===== src/rtl/sand_pkg.sv =====
// Shared material codes, FSM state encoding and sizing constants for the sand engine.
package sand_pkg;

    localparam int unsigned CELL_WIDTH_MIN = 2;
    // Candidate slots: 0 below, 1/2 lower diagonals, 3/4 same-row sides
    localparam int unsigned NUM_CAND       = 5;
    localparam int unsigned SAND_CAND      = 3;

    typedef enum logic [1:0] {
        EMPTY = 2'd0,
        SAND  = 2'd1,
        WATER = 2'd2,
        WALL  = 2'd3
    } material_e;

    typedef enum logic [3:0] {
        IDLE,
        BRUSH,
        RD_CELL,
        WAIT_CELL,
        RD_NBR,
        WAIT_NBR,
        WR_DST,
        WR_SRC,
        NEXT
    } state_e;

endpackage


===== src/rtl/neighbour_addr_gen.sv =====
// Combinational candidate address and left/right edge validity for the current cell.
module neighbour_addr_gen
    import sand_pkg::*;
#(
    parameter int unsigned COLUMNS    = 640,
    parameter int unsigned ADDR_WIDTH = 19,
    parameter int unsigned XW         = 10,
    parameter int unsigned YW         = 9
) (
    input  logic [XW-1:0]         x_i,
    input  logic [YW-1:0]         y_i,
    input  logic                  parity_i,
    input  logic [2:0]            idx_i,
    output logic [ADDR_WIDTH-1:0] addr_c_o,
    output logic                  side_right_c_o,
    output logic [NUM_CAND-1:0]   valid_c_o
);

    logic left_ok;
    logic right_ok;
    logic left_first;
    int   dx;
    int   dy;

    // Even parity looks left first, odd parity right first; below is always in-grid
    always_comb begin
        left_ok    = (x_i != '0);
        right_ok   = (int'(x_i) < int'(COLUMNS) - 1);
        left_first = ~parity_i;

        valid_c_o[0] = 1'b1;
        valid_c_o[1] = left_first ? left_ok  : right_ok;
        valid_c_o[2] = left_first ? right_ok : left_ok;
        valid_c_o[3] = left_first ? left_ok  : right_ok;
        valid_c_o[4] = left_first ? right_ok : left_ok;

        dy = (idx_i < 3'd3) ? 1 : 0;
        case (idx_i)
            3'd1, 3'd3: dx = left_first ? -1 : 1;
            3'd2, 3'd4: dx = left_first ? 1 : -1;
            default:    dx = 0;
        endcase

        addr_c_o       = ADDR_WIDTH'((int'(y_i) + dy) * int'(COLUMNS) + int'(x_i) + dx);
        side_right_c_o = (idx_i >= 3'd3) && (dx == 1);
    end

endmodule


===== src/rtl/multi_material_update_engine.sv =====
// Falling-sand frame engine: bottom-up cell scan with sand/water movement and a square brush.
module multi_material_update_engine
    import sand_pkg::*;
#(
    parameter int unsigned COLUMNS      = 640,
    parameter int unsigned ROWS         = 480,
    parameter int unsigned CELL_WIDTH   = 2,
    parameter int unsigned ADDR_WIDTH   = $clog2(COLUMNS * ROWS),
    parameter int unsigned BRUSH_RADIUS = 2
) (
    input  logic                       clk_i,
    input  logic                       reset_i,
    input  logic                       tick_i,
    input  logic                       draw_req_i,
    input  logic [$clog2(COLUMNS)-1:0] draw_x_i,
    input  logic [$clog2(ROWS)-1:0]    draw_y_i,
    input  logic [CELL_WIDTH-1:0]      draw_material_i,
    output logic [ADDR_WIDTH-1:0]      rd_addr_o,
    input  logic [CELL_WIDTH-1:0]      rd_data_i,
    output logic                       wr_en_o,
    output logic [ADDR_WIDTH-1:0]      wr_addr_o,
    output logic [CELL_WIDTH-1:0]      wr_data_o,
    output logic                       busy_o,
    output logic                       draw_busy_o,
    output logic                       frame_done_o,
    output logic                       overrun_o
);

    localparam int unsigned XW    = $clog2(COLUMNS);
    localparam int unsigned YW    = $clog2(ROWS);
    localparam int unsigned BSIDE = 2 * BRUSH_RADIUS + 1;
    localparam int unsigned BW    = (BSIDE > 1) ? $clog2(BSIDE) : 1;

    state_e                  state_q, state_d;
    logic [XW-1:0]           x_q, x_d, bcx_q, bcx_d;
    logic [YW-1:0]           y_q, y_d, bcy_q, bcy_d;
    logic [BW-1:0]           bx_q, bx_d, by_q, by_d;
    logic [CELL_WIDTH-1:0]   bmat_q, bmat_d;
    material_e               cell_q, cell_d;
    logic [2:0]              cand_q, cand_d;
    logic [ADDR_WIDTH-1:0]   tgt_addr_q, tgt_addr_d;
    logic                    side_right_q, side_right_d;
    logic                    skip_q, skip_d;
    logic                    parity_q, parity_d;
    logic [ADDR_WIDTH-1:0]   rd_addr_q, rd_addr_d, wr_addr_q, wr_addr_d;
    logic [CELL_WIDTH-1:0]   wr_data_q, wr_data_d;
    logic                    wr_en_q, wr_en_d, busy_q, busy_d, draw_busy_q, draw_busy_d;
    logic                    frame_done_q, frame_done_d, overrun_q, overrun_d;

    material_e               rd_mat_c, mat_sel_c;
    logic [2:0]              start_c, lim_c, nxt_idx_c;
    logic                    found_c, last_c, nbr_side_right_c;
    logic [NUM_CAND-1:0]     cand_valid_c;
    logic [ADDR_WIDTH-1:0]   nbr_addr_c;
    logic [XW-1:0]           nx_c, brush_cx_c;
    logic [YW-1:0]           ny_c, brush_cy_c;
    logic [CELL_WIDTH-1:0]   brush_mat_c;
    int                      xn, px, py;

    function automatic material_e decode(input logic [CELL_WIDTH-1:0] code);
        if (code > CELL_WIDTH'(3)) return WALL;
        return material_e'(code[1:0]);
    endfunction

    function automatic logic [ADDR_WIDTH-1:0] cell_addr(input logic [XW-1:0] x, input logic [YW-1:0] y);
        return ADDR_WIDTH'(int'(y) * int'(COLUMNS) + int'(x));
    endfunction

    assign rd_mat_c    = decode(rd_data_i);
    assign mat_sel_c   = (state_q == WAIT_CELL) ? rd_mat_c : cell_q;
    assign start_c     = (state_q == WAIT_CELL) ? 3'd0 : cand_q + 3'd1;
    assign lim_c       = (mat_sel_c == WATER) ? 3'(NUM_CAND) : 3'(SAND_CAND);
    assign brush_cx_c  = (state_q == IDLE) ? draw_x_i : bcx_q;
    assign brush_cy_c  = (state_q == IDLE) ? draw_y_i : bcy_q;
    assign brush_mat_c = (state_q == IDLE) ? draw_material_i : bmat_q;

    neighbour_addr_gen #(
        .COLUMNS    (COLUMNS),
        .ADDR_WIDTH (ADDR_WIDTH),
        .XW         (XW),
        .YW         (YW)
    ) u_nbr (
        .x_i            (x_q),
        .y_i            (y_q),
        .parity_i       (parity_q),
        .idx_i          (nxt_idx_c),
        .addr_c_o       (nbr_addr_c),
        .side_right_c_o (nbr_side_right_c),
        .valid_c_o      (cand_valid_c)
    );

    // First in-grid candidate at or after start_c for this material; no read for skipped slots
    always_comb begin
        found_c   = 1'b0;
        nxt_idx_c = 3'd0;
        for (int i = int'(NUM_CAND) - 1; i >= 0; i--) begin
            if (i >= int'(start_c) && i < int'(lim_c) && cand_valid_c[i]) begin
                found_c   = 1'b1;
                nxt_idx_c = 3'(i);
            end
        end
    end

    // Scan successor: step one column (two after a rightward water move), wrap to the row above
    always_comb begin
        xn     = int'(x_q) + (skip_q ? 2 : 1);
        last_c = 1'b0;
        if (xn >= int'(COLUMNS)) begin
            nx_c   = '0;
            ny_c   = y_q - YW'(1);
            last_c = (y_q == '0);
        end else begin
            nx_c   = XW'(xn);
            ny_c   = y_q;
        end
    end

    // Next-state and next-output logic; outputs are registered from the _d values
    always_comb begin
        state_d      = state_q;
        x_d          = x_q;
        y_d          = y_q;
        bcx_d        = bcx_q;
        bcy_d        = bcy_q;
        bx_d         = bx_q;
        by_d         = by_q;
        bmat_d       = bmat_q;
        cell_d       = cell_q;
        cand_d       = cand_q;
        tgt_addr_d   = tgt_addr_q;
        side_right_d = side_right_q;
        skip_d       = skip_q;
        parity_d     = parity_q;
        rd_addr_d    = rd_addr_q;
        wr_en_d      = 1'b0;
        wr_addr_d    = wr_addr_q;
        wr_data_d    = wr_data_q;
        frame_done_d = 1'b0;
        overrun_d    = overrun_q | (tick_i && (state_q != IDLE));
        px           = 0;
        py           = 0;

        case (state_q)
            IDLE: begin
                if (tick_i) begin
                    state_d   = RD_CELL;
                    x_d       = '0;
                    y_d       = YW'(ROWS - 1);
                    skip_d    = 1'b0;
                    rd_addr_d = cell_addr('0, YW'(ROWS - 1));
                end else if (draw_req_i) begin
                    state_d = BRUSH;
                    bx_d    = '0;
                    by_d    = '0;
                    bcx_d   = draw_x_i;
                    bcy_d   = draw_y_i;
                    bmat_d  = draw_material_i;
                end
            end
            BRUSH: begin
                if (bx_q == BW'(BSIDE - 1)) begin
                    bx_d = '0;
                    if (by_q == BW'(BSIDE - 1)) state_d = IDLE;
                    else                        by_d    = by_q + BW'(1);
                end else begin
                    bx_d = bx_q + BW'(1);
                end
            end
            RD_CELL: state_d = WAIT_CELL;
            WAIT_CELL: begin
                cell_d = rd_mat_c;
                if ((y_q != YW'(ROWS - 1)) && (rd_mat_c == SAND || rd_mat_c == WATER) && found_c) begin
                    state_d      = RD_NBR;
                    cand_d       = nxt_idx_c;
                    rd_addr_d    = nbr_addr_c;
                    tgt_addr_d   = nbr_addr_c;
                    side_right_d = nbr_side_right_c;
                end else begin
                    state_d = NEXT;
                end
            end
            RD_NBR: state_d = WAIT_NBR;
            WAIT_NBR: begin
                if (rd_data_i == '0) begin
                    state_d   = WR_DST;
                    wr_en_d   = 1'b1;
                    wr_addr_d = tgt_addr_q;
                    wr_data_d = CELL_WIDTH'(cell_q);
                    skip_d    = side_right_q && (cell_q == WATER);
                end else if (found_c) begin
                    state_d      = RD_NBR;
                    cand_d       = nxt_idx_c;
                    rd_addr_d    = nbr_addr_c;
                    tgt_addr_d   = nbr_addr_c;
                    side_right_d = nbr_side_right_c;
                end else begin
                    state_d = NEXT;
                end
            end
            WR_DST: begin
                state_d   = WR_SRC;
                wr_en_d   = 1'b1;
                wr_addr_d = cell_addr(x_q, y_q);
                wr_data_d = '0;
            end
            WR_SRC: state_d = NEXT;
            NEXT: begin
                skip_d = 1'b0;
                if (last_c) begin
                    state_d      = IDLE;
                    frame_done_d = 1'b1;
                    parity_d     = ~parity_q;
                end else begin
                    state_d   = RD_CELL;
                    x_d       = nx_c;
                    y_d       = ny_c;
                    rd_addr_d = cell_addr(nx_c, ny_c);
                end
            end
            default: state_d = IDLE;
        endcase

        if (state_d == BRUSH) begin
            px = int'(brush_cx_c) + int'(bx_d) - int'(BRUSH_RADIUS);
            py = int'(brush_cy_c) + int'(by_d) - int'(BRUSH_RADIUS);
            if (px >= 0 && px < int'(COLUMNS) && py >= 0 && py < int'(ROWS)) begin
                wr_en_d   = 1'b1;
                wr_addr_d = ADDR_WIDTH'(py * int'(COLUMNS) + px);
                wr_data_d = brush_mat_c;
            end
        end

        busy_d      = (state_d != IDLE) && (state_d != BRUSH);
        draw_busy_d = (state_d == BRUSH);
    end

    // State, datapath and output registers with synchronous reset
    always_ff @(posedge clk_i) begin
        if (reset_i) begin
            state_q      <= IDLE;
            x_q          <= '0;
            y_q          <= '0;
            bcx_q        <= '0;
            bcy_q        <= '0;
            bx_q         <= '0;
            by_q         <= '0;
            bmat_q       <= '0;
            cell_q       <= EMPTY;
            cand_q       <= '0;
            tgt_addr_q   <= '0;
            side_right_q <= 1'b0;
            skip_q       <= 1'b0;
            parity_q     <= 1'b0;
            rd_addr_q    <= '0;
            wr_en_q      <= 1'b0;
            wr_addr_q    <= '0;
            wr_data_q    <= '0;
            busy_q       <= 1'b0;
            draw_busy_q  <= 1'b0;
            frame_done_q <= 1'b0;
            overrun_q    <= 1'b0;
        end else begin
            state_q      <= state_d;
            x_q          <= x_d;
            y_q          <= y_d;
            bcx_q        <= bcx_d;
            bcy_q        <= bcy_d;
            bx_q         <= bx_d;
            by_q         <= by_d;
            bmat_q       <= bmat_d;
            cell_q       <= cell_d;
            cand_q       <= cand_d;
            tgt_addr_q   <= tgt_addr_d;
            side_right_q <= side_right_d;
            skip_q       <= skip_d;
            parity_q     <= parity_d;
            rd_addr_q    <= rd_addr_d;
            wr_en_q      <= wr_en_d;
            wr_addr_q    <= wr_addr_d;
            wr_data_q    <= wr_data_d;
            busy_q       <= busy_d;
            draw_busy_q  <= draw_busy_d;
            frame_done_q <= frame_done_d;
            overrun_q    <= overrun_d;
        end
    end

    assign rd_addr_o    = rd_addr_q;
    assign wr_en_o      = wr_en_q;
    assign wr_addr_o    = wr_addr_q;
    assign wr_data_o    = wr_data_q;
    assign busy_o       = busy_q;
    assign draw_busy_o  = draw_busy_q;
    assign frame_done_o = frame_done_q;
    assign overrun_o    = overrun_q;

endmodule


===== config.mk =====
export PLATFORM = sky130hd
export DESIGN_NAME = multi_material_update_engine
export DESIGN_NICKNAME = d
export VERILOG_FILES = /design/src/rtl/sand_pkg.sv /design/src/rtl/neighbour_addr_gen.sv /design/src/rtl/multi_material_update_engine.sv
export SDC_FILE = /design/constraint.sdc
export NUM_CORES = 1
export LEC_CHECK = 0
export ABC_AREA = 1
export CELL_PAD_IN_SITES_DETAIL_PLACEMENT = 0
export CELL_PAD_IN_SITES_GLOBAL_PLACEMENT = 1
export CORE_ASPECT_RATIO = 1.5
export CORE_MARGIN = 5
export CORE_UTILIZATION = 40
export CTS_CLUSTER_DIAMETER = 200
export DETAILED_ROUTE_END_ITERATION = 7
export PLACE_DENSITY = 0.82
export SYNTH_ARGS = -nofsm -noshare
export SYNTH_HDL_FRONTEND = slang
export SYNTH_SLANG_ARGS = --single-unit

===== constraint.sdc =====
create_clock -name clk_i -period 8.2 [get_ports clk_i]
set_input_delay 1.64 -clock clk_i [delete_from_list [all_inputs] [get_ports clk_i]]
set_output_delay 1.64 -clock clk_i [all_outputs]
set_load 0.005 [all_outputs]

# Yosys cells after proc, flatten, opt, wreduce, memory -nomap -nowiden
# Cells that the tools add are included.
[word_totals] wordCells=214 register_bits=122
[classes] addsub=15 n_eq_ne=28 n_reduce_logical=38 magnitude_cmp=19 mul=4 n_mux=84 bitwise=4
[ops] cell="19-bit 2-to-1 mux" n=8
[ops] cell="19-bit case mux with 2 select lines" n=2
[ops] cell="19-bit case mux with 4 select lines" n=1
[ops] cell="32-bit 2-to-1 mux" n=2
[ops] cell="32-bit case mux with 2 select lines" n=1
[ops] cell="3-bit 2-to-1 mux" n=17
[ops] cell="10-bit 2-to-1 mux" n=4
[ops] cell="19-bit by 10-bit adder with 19-bit output" n=2
[ops] cell="9-bit 2-to-1 mux" n=4
[ops] cell="4-bit case mux with 9 select lines" n=1
[ops] cell="10-bit by 32-bit adder with 32-bit output" n=1
[ops] cell="32-bit by 2-bit equality test with 1-bit output, second input constant" n=1
[ops] cell="32-bit by 4-bit multiplier with 12-bit output, second input constant" n=1
[ops] cell="4-bit 2-to-1 mux" n=7
[ops] cell="9-bit by 3-bit multiplier with 12-bit output, second input constant" n=2
[ops] cell="10-bit case mux with 2 select lines" n=1
[ops] cell="19-bit by 11-bit adder with 19-bit output" n=1
[ops] cell="19-bit by 12-bit adder with 19-bit output" n=1
[ops] cell="19-bit adder" n=1
[ops] cell="1-bit 2-to-1 mux" n=19
[ops] cell="1-bit logical AND" n=18
[ops] cell="2-bit 2-to-1 mux" n=9
[ops] cell="3-bit case mux with 2 select lines" n=3
[ops] cell="9-bit case mux with 2 select lines" n=1
[ops] cell="other kinds (54)" n=84

# Longest topological paths before layout
# Gate-level depths: netlist of run 1.
[logic_depth] word_depth=23 ltp_mapped=39 mapped_depth_nobuf=39

# Hierarchy
# From an unflattened synthesis of run 1, not the netlist that was laid out.
[unflattened] hier_cells=1897 hier_area_um2=12041.5
[modules_own_cells] mod="multi_material_update_engine" cells_per_inst=1568 instances=1 seq_area_each_um2=2442.3 area_per_inst_um2=9950.8
[modules_own_cells] mod="neighbour_addr_gen" cells_per_inst=329 instances=1 seq_area_each_um2=0.0 area_per_inst_um2=2090.8

# Worst setup path before layout of run 1
# OpenSTA, ideal clock, no wires.
[synth_path] path_kind="input to register" start="input rd_data_i[0]" end="register tgt_addr_q[18]" t_arrival_ns=6.335 required_time_ns=8.091 stages=32 setup_time_ns=0.109 path_slack_ns=1.756 path_cell_list="inv_1 > nand3_1 > nand2_1 > nand3_1 > nor2_2 > nand3_1 > o21ai_0 > inv_1 > ha_1 > ha_1 > nand2_1 > xor2_1 > inv_1 > ha_1 > inv_1 > fa_1 > o21ai_0 > a21oi_1 > o21ai_0 > xor2_1 > inv_1 > ha_1 > ha_1 > inv_1 > nor3_1 > nand2_1 > o311ai_0 > nand3_1 > nand2_1 > nand2_1 > nand2_1 > inv_1"
[synth_between] elab_chain_len=23
[synth_lines] item="start, declared" line="multi_material_update_engine.sv:19" text="input logic [CELL_WIDTH-1:0] rd_data_i,"
[synth_lines] item="2-bit greater-than comparator" line="multi_material_update_engine.sv:61" text="if (code > CELL_WIDTH'(3)) return WALL;"
[synth_lines] item="1-bit 2-to-1 mux" line="multi_material_update_engine.sv:61"
[synth_lines] item="2-bit 2-to-1 mux" line="multi_material_update_engine.sv:62" text="return material_e'(code[1:0]);"
[synth_lines] item="2-bit 2-to-1 mux"
[synth_lines] item="2-bit equality test" line="multi_material_update_engine.sv:72" text="assign lim_c = (mat_sel_c == WATER) ? 3'(NUM_CAND) : 3'(SAND_CAND);"
[synth_lines] item="3-bit 2-to-1 mux" line="multi_material_update_engine.sv:72"
[synth_lines] item="3-bit < comparator" line="multi_material_update_engine.sv:97" text="if (i >= int'(start_c) && i < int'(lim_c) && cand_valid_c[i]) begin"
[synth_lines] item="1-bit logical AND (2 in series)" line="multi_material_update_engine.sv:97"
[synth_lines] item="(+6 left out)"
[synth_lines] item="1-bit 2-to-1 mux" line="neighbour_addr_gen.sv:37" text="dy = (idx_i < 3'd3) ? 1 : 0;"
[synth_lines] item="10-bit by 32-bit adder with 32-bit output" line="neighbour_addr_gen.sv:44" text="addr_c_o = ADDR_WIDTH'((int'(y_i) + dy) * int'(COLUMNS) + int'(x_i) + dx);"
[synth_lines] item="32-bit by 4-bit multiplier with 12-bit output" line="neighbour_addr_gen.sv:44"
[synth_lines] item="19-bit by 11-bit adder with 19-bit output" line="neighbour_addr_gen.sv:44"
[synth_lines] item="19-bit adder" line="neighbour_addr_gen.sv:44"
[synth_lines] item="19-bit 2-to-1 mux" line="multi_material_update_engine.sv:190" text="end else if (found_c) begin"
[synth_lines] item="19-bit 2-to-1 mux" line="multi_material_update_engine.sv:184" text="if (rd_data_i == '0) begin"
[synth_lines] item="19-bit case mux with 2 select lines" line="multi_material_update_engine.sv:143" text="case (state_q)"
[synth_lines] item="end signal, assigned" line="multi_material_update_engine.sv:273" text="tgt_addr_q <= tgt_addr_d;"
[synth_lines] item="end, declared" line="multi_material_update_engine.sv:41" text="logic [ADDR_WIDTH-1:0] tgt_addr_q, tgt_addr_d;"
# Parallel ways exist; a longest one is shown, timed or not. The select of a mux whose other input is x is not followed.
# A chain may end at the register's enable or synchronous reset.

# Worst setup path after layout of run 1
[layout_path] start="input rd_data_i[1]" end="register tgt_addr_q[18]"
# The elaborated chain is that of the path after synthesis.

==> results.sh, run 1 <==
export IMPL_synth_distinct_cells=54
export IMPL_detailedRoute_firstPassIterationCount=8
export IMPL_slowest_delay_ns=0.48
export IMPL_cts_sinks=122
export IMPL_final_critical_delay_including_setup_and_external_delays_ns=7.09
export IMPL_grt_antenna_before_repair=0
export IMPL_rsz_0062_raised_after_global_routing="no"
export IMPL_start_util_pct=40.4
export IMPL_synth_yosys_warnings=0
export IMPL_synth_top_cell_area_share_pct=21.0
export IMPL_grt_first_pass_wirelength_um=55200
export IMPL_dpl_hpwl_um=27200
export IMPL_seqCellArea_mm2=0.00244
export IMPL_number_of_antenna_repair_diodes=0
export IMPL_worst_skew_pair_late_latency_ns=0.44
export IMPL_global_route_usage_total_pct=21.1
export IMPL_synth_seq_area_share_pct=21.0
export IMPL_iteration_0_drc_markers=507
export IMPL_cts_buffer_depth=2
export IMPL_maxSlewHeadroom_pct=33.9
export IMPL_instances_no_fill=2195
export IMPL_ys_flop_type="dfxtp_1"
export IMPL_data_required_time_of_the_critical_path_ns=8.54
export IMPL_netlist_top_cells_area="dfxtp_1 (21%), ha_1 (16%), nand2_1 (13%), inv_1 (7.8%), a21oi_1 (6.0%)"
export IMPL_finalHoldViolCount=0
export IMPL_tritoncts_clock_tree="done"
export IMPL_via_count=11300
export IMPL_design_final_nets=1984
export IMPL_post_cts_resized_instances=0
export IMPL_timing_critical_path_from_type="primary input"
export IMPL_synth_edff_count=0
export IMPL_total_area_of_multi_input_combinational_cells_mm2=0.00798
export IMPL_maxSlewViolCount=0
export IMPL_drtAntennaViolNets=0
export IMPL_dpl_cell_area_mm2=0.0126
export IMPL_fp_dieH_um=219
export IMPL_worst_max_slew_pin_slew_ns=0.992
export IMPL_die_area_mm2=0.0326
export IMPL_worst_setup_path_end_kind="flip-flop"
export IMPL_area_delta_synth_final_pct=13.7
export IMPL_total_instance_count_after_detailed_placement=2163
export IMPL_routedWlPerCell_um=15.4
export IMPL_core_area_mm2=0.0287
export IMPL_layout_worst_path_cycle_share_pct=86.4
export IMPL_filler_cell_count=3099
export IMPL_arrival_ns=7.43
export IMPL_setup_worst_path_class="primary input to flip-flop"
export IMPL_postRouteWirelength_um=33800
export IMPL_setup_viol=0
export IMPL_fp_row_count=76
export IMPL_global_route_overflow_total=0
export IMPL_cap_violations=0
export IMPL_grt_max_degree=73
export IMPL_drive_gt1_share_pct=6.76
export IMPL_min_delay_path_class="flip-flop to flip-flop"
export IMPL_boundaryPins=72
export IMPL_cts_htree_levels=4
export IMPL_clk_root_buffer_cell="clkbuf_16"
export IMPL_clkSlewWorstSetupHoldPaths_ns=0.07
export IMPL_synth_area_mm2=0.0116
export IMPL_die_width_um=149
export IMPL_synthesis_instances=1747
export IMPL_cell_at_the_slowest_stage_of_the_critical_path="clkdlybuf4s50_1"
export IMPL_worstPathMaxFanout=5
export IMPL_ys_seq_elements=122
export IMPL_ys_async_rst_share_pct=0
export IMPL_post_synthesis_average_cell_area_um2=6.64
export IMPL_synthDominantAreaCellType="dfxtp_1"
export IMPL_finish_instance_area_mm2=0.0132
export IMPL_first_global_vias=11200
export IMPL_quantity_of_i_o_buffers_inserted_on_ports=71
export IMPL_post_cts_buffers=0
export IMPL_synth_net_count=1939
export IMPL_drc_errors=0
export IMPL_cts_made_buffers=17
export IMPL_gp_routability_congestion=0.888
export IMPL_fin_skew_ns=0.0120
export IMPL_status="completed"
export IMPL_cts_hold_fix_buffers=0
export IMPL_fmax_mhz=141
export IMPL_drt_vias_per_instance=5.16
export IMPL_setup_total_negative_slack_ns=0
export IMPL_hold_slack_ns=0.448
## state kept, by name (all words and copies together) (netlist names), 4 cells and up
| signal | cells |
|---|---|
| bcx_q | 10 |
| bcy_q | 9 |
| rd_addr_o | 19 |
| state_q | 4 |
| tgt_addr_q | 19 |
| wr_addr_o | 19 |
| x_q | 10 |
| y_q | 9 |
## final cells by class
cell class | count | share of cell area [%]
clock buffer | 18 | 3.33
clock inverter | 14 | 1.02
inverter | 253 | 7.21
multi-input combinational | 1320 | 60.5
sequential | 122 | 18.5
tap | 390 | 3.70
timing repair buffer | 78 | 5.75
## kinds of logic (layout without fill, tap and decap cells)
kind of cell	after synthesis	in the layout	share of synthesized area [%]
AO/OA/AOI/OAI	356	356	17.5
AND/OR/NAND/NOR	729	729	27.2
buffers and inverters	305	363	10.2
flip-flops	122	122	21.0
adder cells (fa/ha/maj)	165	165	18.7
XOR/XNOR	70	70	5.28
## worst paths after layout
kind / start / end / slack, ns / cells after the start
worst max-delay path: rd_data_i[1] / tgt_addr_q[18]$_SDFFE_PP0P_ / 1.11 / 32
worst min-delay path: bcx_q[6]$_SDFFE_PP0P_ / bcx_q[6]$_SDFFE_PP0P_ / 0.45 / 2
worst max register to register: state_q[1]$_SDFF_PP0_ / wr_addr_o[18]$_SDFF_PP0_ / 1.79 / 34
worst min register to register: bcx_q[6]$_SDFFE_PP0P_ / bcx_q[6]$_SDFFE_PP0P_ / 0.45 / 2
## cells in the mapped netlist, types with 3 or more instances
| cell type | instances |
|---|---|
| ha_1 | 151 |
| a221oi_1 | 4 |
| nand4_1 | 25 |
| inv_2 | 9 |
| nand2_1 | 394 |
| dfxtp_1 | 122 |
| o21ai_1 | 4 |
| nor4_1 | 5 |
| a21oi_2 | 20 |
| nand3_1 | 93 |
| a22oi_1 | 11 |
| buf_2 | 20 |
| o31ai_1 | 3 |
| nand3_2 | 5 |
| inv_1 | 241 |
| nand3b_1 | 3 |
| a31oi_1 | 10 |
| o211ai_1 | 5 |
| o21a_1 | 4 |
| xnor2_1 | 22 |
| a22o_1 | 3 |
| or2_2 | 7 |
| nor3_1 | 16 |
| fa_1 | 14 |
| clkbuf_1 | 30 |
| nor2_2 | 5 |
| nor2_4 | 4 |
| nor2_1 | 138 |
| xor2_1 | 48 |
| a211oi_1 | 3 |
| a21oi_1 | 140 |
| o21ai_0 | 128 |
| nand2_2 | 26 |
| o22ai_1 | 3 |
| o21bai_1 | 6 |
## routing by layer
metal / routed length, um / vias up / track usage [%]
met3: 1370 / 74 / 2.95
li1: - / 5833 / -
met4: 1460 / 0 / 9.98
met5: 0 / - / 0
met2: 17900 / 291 / 40.7
met1: 13100 / 5139 / 22.1
## critical path: cells and delay by family
family | cells | cell delay, ns
buf+inv | 7 | 0.93
simple gates | 12 | 1.59
fa+ha+maj | 6 | 1.80
xor+xnor | 2 | 0.31
compound gates | 5 | 1.15
## layout by cell type (no fill, tap or decap), drive strengths merged, types with 11 or more instances in the layout
cell / count
nand3: 98
ha: 151
nand4: 25
nor2: 147
fa: 14
nand2: 422
clkbuf: 18
o21ai: 132
a21oi: 161
xor2: 48
dfxtp: 122
a22oi: 11
inv: 256
clkdlybuf4s50: 70
xnor2: 22
nor3: 16
## per-stage QoR
| stage | setup slack, ns | util [%] |
|---|---|---|
| 2_1_floorplan | 1.76 | - |
| 3_3_place_gp | 0.713 | 43.9 |
| 3_5_place_dp | 0.652 | 43.9 |
| 4_1_cts | 1.12 | 45.9 |
| 5_1_grt | 0.558 | 45.9 |
| 6_report | 1.11 | 45.9 |
Power of run 1 is left out: the tool's default activity adds up to more than one toggle a clock period on the data nets, which glitch-free logic cannot reach.
==> inputs of run 2 (changes only) <==
==> constraint.sdc (replaced) <==
create_clock -name clk_i -period 6.8 [get_ports clk_i]
set_input_delay 1.36 -clock clk_i [delete_from_list [all_inputs] [get_ports clk_i]]
set_output_delay 1.36 -clock clk_i [all_outputs]
set_load 0.005 [all_outputs]
==> run 2 against run 1 <==
First-iteration DRC count shrank 12%. Via count grew 1.2%. Non-clock buffer count grew 39. Worst hold slack lost 0.0022 ns. Sequential share of layout area shrank 0.40 points. Flip-flop and latch count is the same. Register-to-register slack lost 1.0 ns. Routed wire length grew 1.8%. Utilization grew 1.0 points. Highest routed layer unchanged.
==> results.sh, run 2 (synthesis gave the netlist of run 1 again) <==
export IMPL_status="completed"
export IMPL_worst_setup_path_end_kind="flip-flop"
export IMPL_grt_max_degree=72
export IMPL_setup_total_negative_slack_ns=0
export IMPL_dpl_cell_area_mm2=0.0129
export IMPL_cts_made_buffers=17
export IMPL_detailedRoute_firstPassIterationCount=5
export IMPL_worst_max_slew_pin_slew_ns=0.990
export IMPL_core_area_mm2=0.0287
export IMPL_drc_errors=0
export IMPL_total_instance_count_after_detailed_placement=2202
export IMPL_fp_dieH_um=219
export IMPL_timing_critical_path_from_type="primary input"
export IMPL_fmax_mhz=159
export IMPL_instances_no_fill=2234
export IMPL_drtAntennaViolNets=0
export IMPL_grt_first_pass_wirelength_um=55600
export IMPL_min_delay_path_class="flip-flop to flip-flop"
export IMPL_length_in_cells_of_the_worst_reg_to_reg_path=34
export IMPL_layout_cells_most_common="nand2_1"
export IMPL_postRouteWirelength_um=34400
export IMPL_worstPathMaxFanout=5
export IMPL_filler_cell_count=3106
export IMPL_design_final_nets=2023
export IMPL_cell_at_the_slowest_stage_of_the_critical_path="clkdlybuf4s50_1"
export IMPL_drive_gt1_share_pct=8.89
export IMPL_worst_skew_pair_late_latency_ns=0.45
export IMPL_grt_antenna_before_repair=0
export IMPL_post_route_util_pct=46.9
export IMPL_area_delta_synth_final_pct=16.2
export IMPL_finalHoldViolCount=0
export IMPL_start_util_pct=40.4
export IMPL_global_route_overflow_total=0
export IMPL_cts_htree_levels=4
export IMPL_fin_skew_ns=0.0109
export IMPL_routedWlPerCell_um=15.4
export IMPL_setup_worst_path_class="primary input to flip-flop"
export IMPL_worst_setup_path_startpoint="draw_req_i"
export IMPL_tritoncts_clock_tree="done"
export IMPL_cts_hold_fix_buffers=0
export IMPL_drt_vias_per_instance=5.13
export IMPL_setup_viol=0
export IMPL_crit_path_frequent_cell="nand2_1"
export IMPL_maxSlewViolCount=0
export IMPL_r2r_end="wr_addr_o[17]$_SDFF_PP0_"
export IMPL_quantity_of_i_o_buffers_inserted_on_ports=71
export IMPL_dpl_hpwl_um=27700
export IMPL_critical_path_top_delay_family="adder cells"
export IMPL_r2r_setup_slack_ns=0.77
export IMPL_gp_routability_congestion=0.904
export IMPL_whs_endpoint="bcy_q[7]$_SDFFE_PP0P_"
export IMPL_die_width_um=149
export IMPL_r2r_start="state_q[2]$_SDFF_PP0_"
export IMPL_die_area_mm2=0.0326
export IMPL_rsz_0062_raised_after_global_routing="no"
export IMPL_boundaryPins=72
export IMPL_worstPathBufferInverterCount=8
export IMPL_arrival_ns=6.67
export IMPL_first_global_vias=11400
export IMPL_maxSlewHeadroom_pct=34.0
export IMPL_global_route_usage_total_pct=21.5
export IMPL_number_of_antenna_repair_diodes=0
export IMPL_iteration_0_drc_markers=448
export IMPL_via_count=11500
export IMPL_clk_root_buffer_cell="clkbuf_16"
export IMPL_clkSlewWorstSetupHoldPaths_ns=0.06
export IMPL_post_cts_buffers=0
export IMPL_data_required_time_of_the_critical_path_ns=7.17
export IMPL_slowest_delay_ns=0.45
export IMPL_cts_buffer_depth=2
export IMPL_final_cell_mix="nand2_1 (394), inv_1 (240), ha_1 (151), a21oi_1 (140), nor2_1 (138)"
export IMPL_cts_sinks=122
export IMPL_cap_violations=0
export IMPL_finish_instance_area_mm2=0.0135
export IMPL_fp_row_count=76
export IMPL_worst_hold_path_num_cells=2
export IMPL_final_critical_delay_including_setup_and_external_delays_ns=6.30
export IMPL_layout_worst_path_cycle_share_pct=92.7
export IMPL_hold_start="bcy_q[7]$_SDFFE_PP0P_"
-- run 2: cell types whose count changed in the layout (fill, tap and decap cells not counted), moves of 2 or more --
cell     change
o21ai_1      +2
buf_4       +39
nor4_1       -2
o21ai_0      -2
nor4_2       +2
-- run 2: worst max-delay path by stage --
stage          depth (start not counted)                     endpoint  slack, ns
2_1_floorplan                         32  tgt_addr_q[18]$_SDFFE_PP0P_       0.64
3_3_place_gp                          36     wr_addr_o[17]$_SDFF_PP0_      -0.07
3_5_place_dp                          36     wr_addr_o[17]$_SDFF_PP0_      -0.09
4_1_cts                               30     wr_addr_o[17]$_SDFF_PP0_       0.35
5_1_grt                               36  tgt_addr_q[18]$_SDFFE_PP0P_       0.02
6_report                              36     wr_addr_o[17]$_SDFF_PP0_       0.50
-- run 2: what timing repair did --
action / 4_1_cts / 5_1_grt
endpoints found under the hold margin: 0 / 0
gates resized for setup: 0 / 6
endpoints found under the setup margin: 0 / 4
-- run 2: area by class of cell --
type                       instances  area (um2)  share of cell area [%]
sequential                       122        2440                    18.1
multi-input combinational       1320        8000                    59.3
inverter                         253         951                    7.05
clock inverter                    14         113                   0.835
tap                              390         488                    3.62
clock buffer                      18         439                    3.26
timing repair buffer             117        1050                    7.80
-- run 2: routing by layer --
metal  GRT usage, %  vias to the layer above  wire length (um)
met4           10.7                        0              1650
met3           3.46                       81              1110
met5              0                        -                 0
li1               -                     5911                 -
met2           41.5                      231             18200
met1           22.0                     5247             13400
-- run 2: through the flow --
stage / hold slack [ns] / worst slack [ns]
CTS: 0.448 / 0.355
global route: 0.463 / 0.0211
detailed placement: 0.439 / -0.0901
finish: 0.445 / 0.495
floorplan: 0.425 / 0.636
global placement: 0.433 / -0.0733
-- run 2: worst reg2reg max path, delay by kind of cell, from the launching register on --
kind | cells | cell delay, ns
adder cells (fa/ha/maj) | 7 | 2.10
XOR/XNOR | 3 | 0.54
AO/OA/AOI/OAI | 6 | 0.96
flip-flops | 1 | 0.33
AND/OR/NAND/NOR | 10 | 1.45
buffers and inverters | 8 | 0.58
Power of run 2 is left out for the same reason.
==> inputs of run 3 (changes only) <==
--- a/config.mk
+++ b/config.mk
@@ -13,6 +13,7 @@
 export CORE_UTILIZATION = 40
 export CTS_CLUSTER_DIAMETER = 200
 export DETAILED_ROUTE_END_ITERATION = 7
+export GPL_ROUTABILITY_DRIVEN = 0
 export PLACE_DENSITY = 0.82
 export SYNTH_ARGS = -nofsm -noshare
 export SYNTH_HDL_FRONTEND = slang
==> run 3 against run 2 <==
Setup slack got worse by 0.035 ns. First-iteration DRC count is 19% higher. Count of clock-buffer cells in the layout is 2 higher.
==> results.sh, run 3 (synthesis gave the netlist of run 1 again) <==
export IMPL_r2r_setup_slack_ns=0.78
export IMPL_setup_viol=0
export IMPL_filler_cell_count=3010
export IMPL_finalWorstSetupSlack_ns=0.461
export IMPL_slowest_delay_ns=0.46
export IMPL_worstPathMaxFanout=5
export IMPL_grt_max_degree=73
export IMPL_drt_vias_per_instance=5.14
export IMPL_cts_htree_levels=4
export IMPL_cell_at_the_slowest_stage_of_the_critical_path="clkdlybuf4s50_1"
export IMPL_final_cell_mix="nand2_1 (394), inv_1 (240), ha_1 (151), a21oi_1 (140), nor2_1 (138)"
export IMPL_core_area_mm2=0.0287
export IMPL_crit_path_frequent_cell="nand2_1"
export IMPL_cap_violations=0
export IMPL_status="completed"
export IMPL_iteration_0_drc_markers=533
export IMPL_dp_slack_ns=-0.103
export IMPL_whs_endpoint="bcx_q[6]$_SDFFE_PP0P_"
export IMPL_r2r_end="wr_addr_o[18]$_SDFF_PP0_"
export IMPL_worst_setup_path_end_kind="flip-flop"
export IMPL_fp_row_count=76
export IMPL_first_global_vias=11600
export IMPL_dpl_hpwl_um=27500
export IMPL_fmax_mhz=158
export IMPL_length_in_cells_of_the_worst_reg_to_reg_path=38
export IMPL_arrival_ns=6.63
export IMPL_start_util_pct=40.4
export IMPL_drtAntennaViolNets=0
export IMPL_number_of_antenna_repair_diodes=0
export IMPL_finalHoldViolCount=0
export IMPL_cts_made_buffers=17
export IMPL_setup_total_negative_slack_ns=0
export IMPL_drc_errors=0
export IMPL_worst_max_slew_pin_slew_ns=1.02
export IMPL_fin_skew_ns=0.0111
export IMPL_grt_first_pass_wirelength_um=55900
export IMPL_grt_antenna_before_repair=0
export IMPL_clk_root_buffer_cell="clkbuf_16"
export IMPL_maxSlewViolCount=0
export IMPL_global_route_usage_total_pct=21.5
export IMPL_tritoncts_clock_tree="done"
export IMPL_post_route_util_pct=47.2
export IMPL_cts_buffer_depth=2
export IMPL_via_count=11500
export IMPL_worst_hold_path_num_cells=2
export IMPL_fp_dieH_um=219
export IMPL_global_route_overflow_total=0
export IMPL_worst_skew_pair_late_latency_ns=0.45
export IMPL_min_delay_path_class="flip-flop to flip-flop"
export IMPL_layout_cells_most_common="nand2_1"
export IMPL_layout_worst_path_cycle_share_pct=93.2
export IMPL_routedWlPerCell_um=15.2
export IMPL_timing_critical_path_from_type="primary input"
export IMPL_die_area_mm2=0.0326
export IMPL_clkSlewWorstSetupHoldPaths_ns=0.06
export IMPL_hold_start="bcx_q[6]$_SDFFE_PP0P_"
export IMPL_r2r_start="state_q[2]$_SDFF_PP0_"
export IMPL_design_final_nets=2026
export IMPL_postRouteWirelength_um=34100
export IMPL_boundaryPins=72
export IMPL_area_delta_synth_final_pct=16.7
export IMPL_data_required_time_of_the_critical_path_ns=7.09
export IMPL_quantity_of_i_o_buffers_inserted_on_ports=71
export IMPL_detailedRoute_firstPassIterationCount=7
export IMPL_drive_gt1_share_pct=8.99
export IMPL_cts_sinks=122
export IMPL_hold_slack_ns=0.449
export IMPL_setup_worst_path_class="primary input to flip-flop"
export IMPL_final_critical_delay_including_setup_and_external_delays_ns=6.34
export IMPL_cts_hold_fix_buffers=0
export IMPL_maxSlewHeadroom_pct=31.9
export IMPL_die_width_um=149
-- run 3: worst max-delay path by stage --
stage	start	depth (start not counted)	endpoint	slack (ns)
2_1_floorplan	rd_data_i[0]	32	tgt_addr_q[18]$_SDFFE_PP0P_	0.64
3_3_place_gp	draw_req_i	34	wr_addr_o[18]$_SDFF_PP0_	-0.05
3_5_place_dp	rd_data_i[0]	34	tgt_addr_q[18]$_SDFFE_PP0P_	-0.10
4_1_cts	draw_req_i	37	wr_addr_o[18]$_SDFF_PP0_	0.36
5_1_grt	draw_req_i	34	wr_addr_o[18]$_SDFF_PP0_	-0.01
6_report	draw_req_i	34	wr_addr_o[18]$_SDFF_PP0_	0.46
-- run 3: area by class of cell --
type                            count  area, um2  share of cell area (%)
Sequential cell                   122       2440                    18.0
Clock buffer                       20        457                    3.37
Inverter                          253        951                    7.02
Multi-Input combinational cell   1320       8000                    59.0
Timing Repair Buffer              120       1070                    7.92
Clock inverter                     12        139                    1.03
Tap cell                          390        488                    3.60
-- run 3: worst max-delay path, delay by kind of cell --
family | cells | cell delay [ns]
adder cells (fa/ha/maj) | 6 | 1.75
AND/OR/NAND/NOR | 13 | 1.39
buffers and inverters | 7 | 1.05
AO/OA/AOI/OAI | 6 | 0.79
XOR/XNOR | 2 | 0.31
-- run 3: what timing repair did --
action	in CTS	in global routing
setup buffers	0	0
endpoints found under the setup margin	0	4
resized for setup	0	6
-- run 3: per-layer routing --
metal | GRT usage [%] | share of wire, % | vias up
met5 | 0 | 0 | -
li1 | - | - | 5918
met2 | 41.0 | 52 | 248
met4 | 11.3 | 5.1 | 0
met1 | 22.2 | 39 | 5243
met3 | 3.44 | 3.6 | 90
-- run 3: through the flow --
step | cell area [um2] | cells
final | 13500 | 2237
after global routing | 13500 | 2237
after CTS | 13500 | 2237
after detailed placement | 12900 | 2205
after global placement | 12900 | 2205
after floorplan | 11600 | 1747
Power of run 3 is left out for the same reason.
